**src/rtl/seg7_pkg.sv**
```systemverilog
// rtl/seg7_pkg.sv - shared constants, types and helpers for the 7-segment scan driver
package seg7_pkg;

  // Active-high segment patterns {g,f,e,d,c,b,a} for hex values 0..F
  localparam logic [6:0] SEG_TABLE [0:15] = '{
    7'h3F, 7'h06, 7'h5B, 7'h4F,
    7'h66, 7'h6D, 7'h7D, 7'h07,
    7'h7F, 7'h6F, 7'h77, 7'h7C,
    7'h39, 7'h5E, 7'h79, 7'h71
  };

  // All segments off
  localparam logic [6:0] SEG_BLANK = 7'h00;

  // Phase within one digit slot: the first cycle is dark, the rest drive the digit
  typedef enum logic {
    PH_BLANK = 1'b0,
    PH_LIT   = 1'b1
  } scan_phase_e;

  // Counter width for a modulus of n, never less than one bit
  function automatic int idx_width(input int n);
    return (n <= 1) ? 1 : $clog2(n);
  endfunction

endpackage

```
**src/rtl/seg7_hex_decoder.sv**
```systemverilog
// rtl/seg7_hex_decoder.sv - combinational 4-bit hex value to 7-segment glyph decoder
module seg7_hex_decoder
  import seg7_pkg::*;
(
  input  logic [3:0] i_value,
  output logic [6:0] o_seg
);

  assign o_seg = SEG_TABLE[i_value];

endmodule

```
**src/rtl/seg7_scan_driver.sv**
```systemverilog
// rtl/seg7_scan_driver.sv - multiplexed 7-segment scan driver; optional SEG7_LEADING_ZERO_BLANK_EN
module seg7_scan_driver
  import seg7_pkg::*;
#(
  parameter int DIGITS   = 4,
  parameter int SCAN_DIV = 4
)
(
  input  logic                  clk,
  input  logic                  reset,
  input  logic                  load,
  input  logic [4*DIGITS-1:0]   data_in,
  output logic [DIGITS-1:0]     an,
  output logic [6:0]            seg,
  output logic                  slot_done
);

  localparam int IW = idx_width(DIGITS);
  localparam int DW = idx_width(SCAN_DIV);

  localparam logic [IW-1:0] IDX_LAST = IW'(DIGITS - 1);
  localparam logic [DW-1:0] DIV_LAST = DW'(SCAN_DIV - 1);

  logic [4*DIGITS-1:0] r_snap;
  logic [IW-1:0]       r_idx;
  logic [DW-1:0]       r_div;
  logic [DIGITS-1:0]   r_an;
  logic [6:0]          r_seg;
  logic                r_slot_done;

  scan_phase_e         w_phase;
  logic [3:0]          w_digit;
  logic [6:0]          w_dec_seg;
  logic [6:0]          w_seg_lit;
  logic [DIGITS-1:0]   w_an_lit;
  logic                w_suppress;
  logic                w_last_cycle;

  // Snapshot register: a load replaces the digits immediately, even mid-slot
  always_ff @(posedge clk) begin
    if (!reset) begin
      r_snap <= '0;
    end else if (load) begin
      r_snap <= data_in;
    end
  end

  // Prescaler and digit index: advance to the next digit when a slot ends
  always_ff @(posedge clk) begin
    if (!reset) begin
      r_div <= '0;
      r_idx <= '0;
    end else if (r_div == DIV_LAST) begin
      r_div <= '0;
      r_idx <= (r_idx == IDX_LAST) ? '0 : r_idx + IW'(1);
    end else begin
      r_div <= r_div + DW'(1);
    end
  end

  // Slot phase: first cycle of every slot is dark to avoid ghosting
  always_comb begin
    w_phase = (r_div == '0) ? PH_BLANK : PH_LIT;
  end

  // Select the snapshot nibble for the digit currently being scanned
  always_comb begin
    w_digit = 4'h0;
    for (int i = 0; i < DIGITS; i++) begin
      if (r_idx == IW'(i)) begin
        w_digit = r_snap[4*i +: 4];
      end
    end
  end

  seg7_hex_decoder u_hex_decoder (
    .i_value (w_digit),
    .o_seg   (w_dec_seg)
  );

`ifdef SEG7_LEADING_ZERO_BLANK_EN
  logic w_upper_zero;

  // Dark a non-zero-index digit when it and every digit above it are zero
  always_comb begin
    w_upper_zero = 1'b1;
    for (int i = 0; i < DIGITS; i++) begin
      if ((IW'(i) >= r_idx) && (r_snap[4*i +: 4] != 4'h0)) begin
        w_upper_zero = 1'b0;
      end
    end
    w_suppress = (r_idx != '0) && w_upper_zero;
  end
`else
  assign w_suppress = 1'b0;
`endif

  assign w_seg_lit    = w_suppress ? SEG_BLANK : w_dec_seg;
  assign w_an_lit     = ~(DIGITS'(1) << r_idx);
  assign w_last_cycle = (r_div == DIV_LAST) && (r_idx == IDX_LAST);

  // Output registers: one cycle behind the index/prescaler/snapshot state
  always_ff @(posedge clk) begin
    if (!reset) begin
      r_an        <= '1;
      r_seg       <= SEG_BLANK;
      r_slot_done <= 1'b0;
    end else begin
      r_slot_done <= w_last_cycle;
      if (w_phase == PH_BLANK) begin
        r_an  <= '1;
        r_seg <= SEG_BLANK;
      end else begin
        r_an  <= w_an_lit;
        r_seg <= w_seg_lit;
      end
    end
  end

  assign an        = r_an;
  assign seg       = r_seg;
  assign slot_done = r_slot_done;

endmodule

```
**config.mk**
```make
export PLATFORM = sky130hd
export DESIGN_NAME = seg7_scan_driver
export DESIGN_NICKNAME = d
export VERILOG_FILES = /design/src/rtl/seg7_pkg.sv /design/src/rtl/seg7_hex_decoder.sv /design/src/rtl/seg7_scan_driver.sv
export SDC_FILE = /design/constraint.sdc
export NUM_CORES = 1
export LEC_CHECK = 0
export CORE_ASPECT_RATIO = 0.9
export CORE_MARGIN = 2
export CORE_UTILIZATION = 54
export DETAILED_ROUTE_END_ITERATION = 8
export PLACE_DENSITY = 0.81
export SLEW_MARGIN = 10
export SYNTH_ARGS = -nofsm -noshare
export SYNTH_HDL_FRONTEND = slang
export SYNTH_SLANG_ARGS = --single-unit
```
**constraint.sdc**
```tcl
create_clock -name clk -period 4.5 [get_ports clk]
set_input_delay 0.9 -clock clk [delete_from_list [all_inputs] [get_ports clk]]
set_output_delay 0.9 -clock clk [all_outputs]
set_load 0.05 [all_outputs]
```
==> summary.txt, run 1 <==
Status
  • Outcome: completed

Power and ir drop
  • P per Cell Area: 363.2 nW/µm²
  • Max VDD drop: 264.4 µV
  • Leak: 0.8193 nW

STA
  • Fin crit share: 57.68%
  • Worst Tran Pin Value: about 0.90 ns
  • Final setup fails: 0
  • Max Clock Skew: 0.009611 ns
  • Hold Fails Final Rpt: 0
  • Max-slew violations: 0
  • Fmax: approximately 0.39 GHz
  • Minimum clock period: 2.596 ns
  • Setup TNS: 0 ns
  • Unrepaired setup endpoints after global routing: no
  • Headroom to the max-slew limit: 39.92%

Synthesis
  • Ys async rst share: 0%
  • Xor/xnor cell area share of the yosys netlist: 0%
  • Most common cell in the netlist: dfxtp_1
  • Yosys top cell by area: dfxtp_1
  • Largest family of logic cells by synthesized area: simple AND/OR/NAND/NOR gates
  • Synth top area cells: dfxtp_1, mux2i_1, ha_1, nor2b_1, nand2_1
  • Post-synth top area share: 41.12%
  • Post-synthesis sequential area ratio: between 40% and 50%
  • Syn_area_per_cell: 10.32 µm²
  • Synthesized netlist net count: around 180
  • Post-synth top cells: dfxtp_1, nor2b_1, mux2i_1
  • Synth Flop Type: dfxtp_1
  • Netlist cell types: 33
  • Ys Warns: 0
  • Mux cell area share after synthesis: approximately 12%
  • EDFF count, synth: 0
  • Synth Area in Compound Gates: 13.41%
  • #FFs+latches synth: 32
  • Synth Area in Simple Gates: 19.28%
  • Post-Synthesis Cells: 151
  • Cell area after synthesis: 1558 µm²
  • Post-synthesis adder-cell area fraction: 10.44%

Clock network
  • # H-tree levels: 2
  • Setup Buffers After CTS: 0
  • Clock latency on the worst-skew pair: 0.34 ns
  • Worst-path clk slew: 0.10 ns
  • Total CTS buffers: 5
  • CTS Buffer Depth: 2
  • Clock sink count: 32
  • Post-CTS sizing: 0
  • Clock Root Buffer: clkbuf_4
  • CTS tree: done
  • CTS Hold Buffers Added: 0

Setup path
  • Reg-to-reg slack, setup: 1.90 ns
  • R2r startpoint: r_idx[1]$_SDFFE_PN0P_
  • Critical path type: flop to flop
  • R2R Path End: seg[3]$_SDFF_PP0_
  • Critical Path AT: ~2.9 ns
  • Crit-path max FO: 8
  • Worst R2R Path Depth: 9
  • Critical path's largest stage delay: 0.45 ns
  • CP Launch Type: flop
  • Worst Path Required: 4.78 ns
  • Slowest-stage cell, CP: a221oi_2
  • Worst-path cell chain: inv_1 -> ha_1 -> and2b_1 -> nand2_1 -> a221oi_2 -> inv_1 -> ha_1 -> a2111oi_2 -> a41o_1
  • Worst setup EP type: flop

Floorplanning
  • Core box area: 2748 µm²
  • Initial core utilization: 56.69%
  • Row cnt: 18
  • Die Area: 3331 µm²
  • Die Span Y: roughly 55 µm
  • Die width: 60.62 µm
  • Ports: 31

Cells and area
  • Core Util, Final: between 70 and 80%
  • Layout area overhead: 27.23%
  • Filler cells: 213
  • Nets: about 220
  • Share of cells above drive strength 1: 8.152%
  • Diode count: 0

Detailed routing
  • Vias: 1215
  • Iteration-0 DRC Markers: 48
  • Total routed wirelength: 3305 µm
  • Mean routed wirelength per cell: 14.75 µm
  • Post-route DRC: 0
  • Pre-Repair DR Iteration Count: 5
  • Post-DR vias/cell: ~5.4
  • DRT antenna net count: 0

Global route
  • Gr ovfl total: 0
  • GRT Resource Usage Total: 22.90%
  • Largest net degree at the start of global routing: 24
  • First-pass GRT wire length: roughly 5300 µm
  • Vias in the first global route: ~1200
  • Initial antenna violation count: 0

Place
  • Port Buffers: 30
  • HPWL reported at the end of detailed placement: 2408 µm
  • Final GP Congestion: approximately 0.89

Flow run
  • Max-cap violations: 0

Worst hold path
  • Hold Path Cell Cnt: 1
  • Worst hold start: r_div[0]$_SDFF_PP0_
  • Worst Hold End: r_div[0]$_SDFF_PP0_
  • Path type of the worst min-delay path: flop to flop
-- registers in the layout, indices dropped and copies added, names as in the netlist --
register   count
slot_done      1
r_snap        16
r_idx          2
r_div          2
seg            7
an             4
-- power breakdown --
part	internal (mW)	switching (mW)	total (mW)
Clock	0.147	0.0986	0.246
Combinational	0.0696	0.0901	0.160
Sequential	0.304	0.00982	0.314
Total	0.521	0.199	0.720
-- cell usage in the layout, fill, tap and decap left out, drive strengths merged, types with 3 or more instances in the layout --
master         instances
a221oi                 3
mux2i                 19
clkdlybuf4s50         30
dfxtp                 32
a311oi                 3
ha                    13
nor2b                 21
o21ai                  3
nand2                 12
nor3b                  5
clkbuf                 7
nor2                   6
inv                    9
-- area by class of cell --
cell class | count | area [µm²] | area share, %
tap | 40 | 50.05 | 2.525
timing repair buffer | 30 | 300.3 | 15.15
clock inverter | 1 | 30.03 | 1.515
multi-input combinational | 105 | 862.1 | 43.50
clock buffer | 7 | 65.06 | 3.283
sequential | 32 | 640.6 | 32.32
inverter | 9 | 33.78 | 1.705
-- metal layers --
metal / vias to the layer above / part of all wire (%) / track usage [%]
li1: 592 / - / -
met1: 577 / 45 / 26.26
met2: 33 / 48 / 38.17
met3: 13 / 3.8 / 6.279
met4: 0 / 2.9 / 14.13
met5: - / 0 / 0
-- worst max path at each step --
stage	slack, ns	depth (start not counted)	endpoint	start
5_1_grt	1.71	10	seg[5]$_SDFF_PP0_	r_idx[1]$_SDFFE_PN0P_
3_3_place_gp	1.94	4	seg[3]$_SDFF_PP0_	reset
4_1_cts	1.93	9	seg[3]$_SDFF_PP0_	r_idx[1]$_SDFFE_PN0P_
3_5_place_dp	1.85	4	seg[3]$_SDFF_PP0_	reset
2_1_floorplan	2.34	9	seg[3]$_SDFF_PP0_	r_idx[1]$_SDFFE_PN0P_
6_report	1.90	9	seg[3]$_SDFF_PP0_	r_idx[1]$_SDFFE_PN0P_
-- critical path, delay by kind of cell (launching register included) --
| kind | cells | cell delay (ns) |
|---|---|---|
| AO/OA/AOI/OAI | 3 | 0.92 |
| adder cells (fa/ha/maj) | 2 | 0.61 |
| buffers and inverters | 2 | 0.29 |
| flip-flops | 1 | 0.39 |
| AND/OR/NAND/NOR | 2 | 0.31 |
-- logic make-up after synthesis --
group | after synthesis
AOI/OAI and AO/OA | 22
adders and majority gates | 13
buffers and inverters | 14
DFF | 32
muxes | 19
and+or+nand+nor | 51
-- metrics by stage --
| stage | cell area [µm²] | instances | setup slack [ns] | hold slack (ns) | total power [mW] |
|---|---|---|---|---|---|
| floorplan | 1558 | 151 | 2.343 | 0.4260 | 0.4251 |
| global placement | 1887 | 216 | 1.937 | 0.4452 | 0.4730 |
| detailed placement | 1887 | 216 | 1.847 | 0.4503 | 0.4782 |
| CTS | 1982 | 224 | 1.933 | 0.4613 | 0.7227 |
| global route | 1982 | 224 | 1.707 | 0.4953 | 0.7516 |
| finish | 1982 | 224 | 1.904 | 0.4581 | 0.7197 |
Note: power is estimated with default switching activity, not from simulation.
==> inputs of run 2 (changes only) <==
Settings changed: CORE_UTILIZATION 54 to 46, PLACE_DENSITY 0.81 to 0.73.
Clock period 4.5 ns to 2.31 ns, I/O delays scaled along.
==> run 2 against run 1 <==
Sequential cell count unchanged. Critical path depth up 1. Cell count up 6.3%. Largest power group unchanged. Highest routed layer unchanged.
==> summary.txt, run 2 (synthesized netlist as in run 1, its figures left out) <==
Detailed routing
  • Total routed wirelength: 3117 µm (-5.7%)
  • Post-route DRC: 0 (unchanged)
  • Pre-Repair DR Iteration Count: 5 (unchanged)
  • Iteration-0 DRC Markers: 83 (+73%)
  • Mean routed wirelength per cell: 13.10 µm (-11%)
  • Post-DR vias/cell: 5.151 (-5.0%)
  • Vias: 1226 (+0.91%)
  • DRT antenna net count: 0 (unchanged)

Flow run
  • Max-cap violations: 0 (unchanged)

Setup path
  • R2r startpoint: r_idx[1]$_SDFFE_PN0P_
  • Worst setup EP type: flop
  • CP Launch Type: flop
  • Critical Path AT: 2.38 ns (-0.50 ns)
  • Crit-path max FO: 4 (-4)
  • Critical Path Start: r_idx[1]$_SDFFE_PN0P_
  • Worst Path Required: 2.49 ns (-2.29 ns)
  • Critical path type: flop to flop

Clock network
  • Total CTS buffers: 5 (unchanged)
  • Clock latency on the worst-skew pair: 0.28 ns (-0.06 ns)
  • Clock Root Buffer: clkbuf_8
  • CTS Buffer Depth: 2 (unchanged)
  • Worst-path clk slew: 0.06 ns (-0.04 ns)
  • Clock sink count: 32 (unchanged)
  • CTS Hold Buffers Added: 0 (unchanged)
  • CTS tree: done
  • # H-tree levels: 2 (unchanged)

STA
  • Unrepaired setup endpoints after global routing: no
  • Max Clock Skew: 0.003773 ns (-0.005839 ns)
  • Fin crit share: 95.13% (+37 points)
  • Minimum clock period: 2.198 ns (-0.3980 ns)
  • Worst Tran Pin Value: 0.5876 ns (-0.3108 ns)
  • Max-slew violations: 0 (unchanged)
  • Final setup fails: 0 (unchanged)
  • Headroom to the max-slew limit: 60.83% (+21 points)
  • Hold Fails Final Rpt: 0 (unchanged)
  • Setup TNS: 0 ns (unchanged)
  • Fmax: 0.4551 GHz (+18%)

Worst hold path
  • Worst hold start: r_div[0]$_SDFF_PP0_
  • Path type of the worst min-delay path: flop to flop

Power and ir drop
  • Cell internal pwr: 0.9858 mW (+89%)
  • Reg power frac: 44.7% (+1.1 points)
  • Max VDD drop: 410.0 µV (+55%)
  • Logic pwr share: 23.6% (+1.4 points)
  • Switching share of power: 28.12% (+0.54 points)
  • Clock power frac: 31.6% (-2.6 points)
  • Switching power: 0.3857 mW (+94%)
  • P per Cell Area: 658.8 nW/µm² (+81%)
  • Leak: 0.8624 nW (+5.3%)

Cells and area
  • Nets: 225 (+4.7%)
  • Share of cells above drive strength 1: 14.43% (+6.3 points)
  • Layout area overhead: 33.65%
  • Biggest register: r_snap
  • Max reg flops: 16 (unchanged)
  • Filler cells: 289 (+36%)
  • Final cell count without fillers: 238 (+6.3%)
  • Commonest cells after routing, fill and taps aside: dfxtp_1, clkdlybuf4s50_1, nor2b_1
  • Most common cell after layout, fill and taps aside: dfxtp_1
  • Diode count: 0 (unchanged)

Global route
  • Initial antenna violation count: 0 (unchanged)
  • First-pass GRT wire length: 5154 µm (-3.2%)
  • GRT Resource Usage Total: 18.23% (-4.7 points)
  • Gr ovfl total: 0 (unchanged)
  • Vias in the first global route: 1234 (+6.3%)
  • Largest net degree at the start of global routing: 21 (-13%)

Place
  • Final GP Congestion: 0.9407 (+6.1%)
  • Port Buffers: 30 (unchanged)
  • Placed cell count: 228 (+5.6%)
  • HPWL reported at the end of detailed placement: 2403 µm (-0.20%)

Floorplanning
  • Die Area: 3868 µm² (+16%)
  • Die width: 65.34 µm (+7.8%)
  • Row cnt: 20 (+2)
  • Ports: 31 (unchanged)
  • Initial core utilization: 47.16% (-9.5 points)
  • Die Span Y: 59.21 µm (+7.7%)
  • Core box area: 3303 µm² (+20%)

Status
  • Outcome: completed
run 2: cell count changes in the layout (fill, tap and decap cells not counted), sizes merged:
cell,previous run,this run
buf,0,10
bufinv,1,0
clkbuf,7,8
run 2: worst paths after layout:
kind / slack (ns) / depth (start not counted) / endpoint
max: 0.11 / 10 / seg[3]$_SDFF_PP0_
min: 0.45 / 1 / r_div[0]$_SDFF_PP0_
max reg2reg: 0.11 / 10 / seg[3]$_SDFF_PP0_
min reg2reg: 0.45 / 1 / r_div[0]$_SDFF_PP0_
run 2: layer usage:
metal,track usage [%],share of wire [%],vias up
li1,-,-,611
met1,18.03,41,585
met2,34.11,52,24
met3,5.133,4.0,6
met4,10.71,2.4,0
met5,0,0,-
run 2: critical path: stages (launching register included):
cell and delay (ns):
dfxtp_1 0.37, inv_1 0.09, ha_1 0.20, and2b_1 0.23, a22oi_2 0.07, a221o_1 0.36, inv_1 0.11, ha_1 0.23
nor2_1 0.16, a2111oi_2 0.06, a41o_1 0.22
run 2: power groups by stage:
stage	clock network, mW	registers, mW	logic, mW
floorplan	0	0.685	0.143
global placement	0	0.624	0.305
detailed placement	0	0.625	0.316
CTS	0.444	0.613	0.317
global route	0.468	0.617	0.351
finish	0.434	0.613	0.324
run 2: area by class of cell:
| type | instances | area [µm²] | share of cell area [%] |
|---|---|---|---|
| Tap cell | 44 | 55.05 | 2.644 |
| Inverter | 9 | 33.78 | 1.623 |
| Clock buffer | 8 | 90.09 | 4.327 |
| Sequential cell | 32 | 641.9 | 30.83 |
| Timing Repair Buffer | 40 | 375.4 | 18.03 |
| Multi-Input combinational cell | 105 | 885.9 | 42.55 |
run 2: per-stage QoR:
stage	util (%)	instance area (µm²)	setup slack, ns	hold slack (ns)	power [mW]
after CTS	61.82	2042	0.01310	0.4560	1.374
after global routing	63.03	2082	0.01669	0.5005	1.436
after detailed placement	59.09	1952	0.01410	0.4475	0.9415
final	63.03	2082	0.1125	0.4529	1.372
after global placement	59.09	1952	0.1430	0.4332	0.9297
after floorplan	-	1558	0.1533	0.4260	0.8281
run 2: timing repair:
item                                    4_1_cts  5_1_grt
endpoints found under the setup margin        0        4
setup buffers                                 0        2
hold endpoints to repair                      0        0
resized for setup                             0        6
==> inputs of run 3 (changes only) <==
--- a/config.mk
+++ b/config.mk
@@ -11,2 +11,3 @@
 export DETAILED_ROUTE_END_ITERATION = 8
+export HOLD_SLACK_MARGIN = 0.08
 export PLACE_DENSITY = 0.73
--- a/constraint.sdc
+++ b/constraint.sdc
@@ -3,2 +3,2 @@
 set_output_delay 0.462 -clock clk [all_outputs]
-set_load 0.05 [all_outputs]
+set_load 0.1 [all_outputs]
==> run 3 against run 2 <==
Via count down 1.4%. Register-to-register slack better by 0.02 ns. Clock skew down 0.0012 ns. Largest power group unchanged.
==> summary.txt, run 3 (synthesized netlist as in run 1, its figures left out) <==
Clock network
  • Clock Root Buffer: clkbuf_8
  • Total CTS buffers: 5 (unchanged)
  • CTS Buffer Depth: 2 (unchanged)
  • CTS tree: done
  • Worst-path clk slew: 0.06 ns (about the same)
  • Clock sink count: 32 (unchanged)
  • # H-tree levels: 2 (unchanged)
  • CTS Hold Buffers Added: 0 (unchanged)
  • Clock latency on the worst-skew pair: 0.28 ns (about the same)

STA
  • Final setup fails: 0 (unchanged)
  • Headroom to the max-slew limit: 63.12% (+2.3 points)
  • Max-slew violations: 0 (unchanged)
  • Max Clock Skew: 0.002563 ns (-0.001209 ns)
  • Hold Fails Final Rpt: 0 (unchanged)
  • Fmax: 0.4589 GHz (+0.84%)
  • Unrepaired setup endpoints after global routing: no
  • Minimum clock period: 2.179 ns (-0.01837 ns)
  • Worst Tran Pin Value: 0.5532 ns (-0.03438 ns)
  • Fin crit share: 94.34% (-0.80 points)
  • WHS: 0.4560 ns (+0.003114 ns)

Cells and area
  • Filler cells: 288 (-0.35%)
  • Layout area overhead: 30.36%
  • Final cell count without fillers: 236 (-0.84%)
  • Finished Cell Area: 2031 µm² (-2.5%)
  • Share of cells above drive strength 1: 20.31% (+5.9 points)
  • Biggest register: r_snap
  • Max reg flops: 16 (unchanged)
  • Register area: 643.1 µm² (+0.19%)
  • Most common cell after layout, fill and taps aside: dfxtp_1
  • Diode count: 0 (unchanged)
  • Nets: 224 (-0.44%)
  • Area of the multi-input gates: 883.3 µm² (-0.28%)
  • Commonest cells after routing, fill and taps aside: dfxtp_1, nor2b_1, buf_4

Status
  • Outcome: completed

Setup path
  • Critical path's largest stage delay: 0.40 ns (+0.03 ns)
  • Worst setup EP type: flop
  • Critical Path AT: 2.36 ns (-0.02 ns)
  • R2r startpoint: r_idx[1]$_SDFFE_PN0P_
  • Reg-to-reg slack, setup: 0.13 ns (+0.02 ns)
  • Crit path buffers/inverters: 2 (unchanged)
  • Worst Path Required: 2.49 ns (about the same)
  • Most frequent CP cell: ha_1
  • Worst-path cell chain: inv_1 -> ha_1 -> buf_4 -> a211oi_1 -> a221oi_4 -> ha_1 -> nor2_1 -> a2111oi_2 -> a41o_1
  • Worst R2R Path Depth: 9 (-1)
  • CP Launch Type: flop
  • Critical path type: flop to flop
  • CP top delay family: compound AO/OA/AOI/OAI gates
  • Slowest-stage cell, CP: a211oi_1
  • R2R Path End: seg[3]$_SDFF_PP0_
  • Crit-path max FO: 7 (+3)

Global route
  • Initial antenna violation count: 0 (unchanged)
  • GRT Resource Usage Total: 17.78% (-0.45 points)
  • Most Crowded Layer GR: met2
  • Vias in the first global route: 1166 (-5.5%)
  • Met1 GRT Util: 19.67% (+1.6 points)
  • GR Util met2: 31.63% (-2.5 points)
  • First-pass GRT wire length: 5085 µm (-1.3%)
  • GRT met3 Usage: 4.753% (-0.38 points)
  • Largest net degree at the start of global routing: 21 (unchanged)
  • Gr ovfl total: 0 (unchanged)

Detailed routing
  • Iteration-0 DRC Markers: 73 (-12%)
  • Post-DR vias/cell: 5.123 (-0.55%)
  • DRT antenna net count: 0 (unchanged)
  • Post-route DRC: 0 (unchanged)
  • Pre-Repair DR Iteration Count: 4 (-1)
  • Total routed wirelength: 3203 µm (+2.8%)
  • Mean routed wirelength per cell: 13.57 µm (+3.6%)
  • Vias: 1209 (-1.4%)

Floorplanning
  • Row cnt: 20 (unchanged)
  • Die Span Y: 59.21 µm (unchanged)
  • Die Area: 3868 µm² (unchanged)
  • Initial core utilization: 47.16% (unchanged)
  • Core box area: 3303 µm² (unchanged)
  • Ports: 31 (unchanged)
  • Die width: 65.34 µm (unchanged)

Power and ir drop
  • P per Cell Area: 687.8 nW/µm² (+4.4%)
  • Leak: 0.8719 nW (+1.1%)
  • Max VDD drop: 310.9 µV (-24%)

Worst hold path
  • Worst Hold End: r_div[0]$_SDFF_PP0_
  • Path type of the worst min-delay path: flop to flop
  • Worst hold start: r_div[0]$_SDFF_PP0_
  • Hold Path Cell Cnt: 1 (unchanged)

Place
  • Port Buffers: 30 (unchanged)
  • HPWL reported at the end of detailed placement: 2473 µm (+2.9%)
  • Final GP Congestion: 0.9344 (-0.67%)
  • Placed cell area: 1922 µm² (-1.5%)
  • Placed cell count: 228 (unchanged)

Flow run
  • Max-cap violations: 0 (unchanged)
run 3: worst max-delay path by stage:
stage	start	endpoint	slack [ns]	cells past startpoint
2_1_floorplan	r_idx[1]$_SDFFE_PN0P_	seg[3]$_SDFF_PP0_	0.15	9
3_3_place_gp	r_idx[1]$_SDFFE_PN0P_	seg[3]$_SDFF_PP0_	0.14	9
3_5_place_dp	r_idx[1]$_SDFFE_PN0P_	seg[3]$_SDFF_PP0_	-0.004	9
4_1_cts	r_idx[1]$_SDFFE_PN0P_	seg[3]$_SDFF_PP0_	0.02	9
5_1_grt	r_idx[1]$_SDFFE_PN0P_	seg[3]$_SDFF_PP0_	0.03	9
6_report	r_idx[1]$_SDFFE_PN0P_	seg[3]$_SDFF_PP0_	0.13	9
run 3: per-layer routing:
layer,up-vias,wire length (µm)
met5,-,0
met4,0,59
met3,7,140
met2,26,1647
met1,567,1356
li1,609,-
run 3: cell type report:
class / count / share of cell area, %
Clock inverter: 1 / 0.2465
Multi-Input combinational cell: 105 / 43.50
Sequential cell: 32 / 31.67
Timing Repair Buffer: 39 / 16.64
Clock buffer: 6 / 3.574
Tap cell: 44 / 2.711
Inverter: 9 / 1.664
run 3: timing repair:
action,in CTS,in global routing
setup buffers,0,1
resized for setup,1,5
endpoints found under the hold margin,0,0
setup endpoints to repair,1,4
pin swaps,0,1
run 3: power breakdown:
group / total, mW / switching (mW) / leakage, nW / internal, mW
Combinational: 0.382 / 0.242 / 0.566 / 0.140
Clock: 0.401 / 0.197 / 0.0410 / 0.204
Sequential: 0.613 / 0.0197 / 0.264 / 0.593
run 3: metrics by stage:
step            TNS (ns)  utilization [%]  total power, mW  setup slack (ns)
2_1_floorplan          0                -           0.8967            0.1533
3_3_place_gp           0            58.18           0.9934            0.1412
3_5_place_dp   -0.003795            58.18            1.002         -0.003795
4_1_cts                0            60.87            1.399           0.01839
5_1_grt                0            61.48            1.454           0.02692
6_report               0            61.48            1.397            0.1308
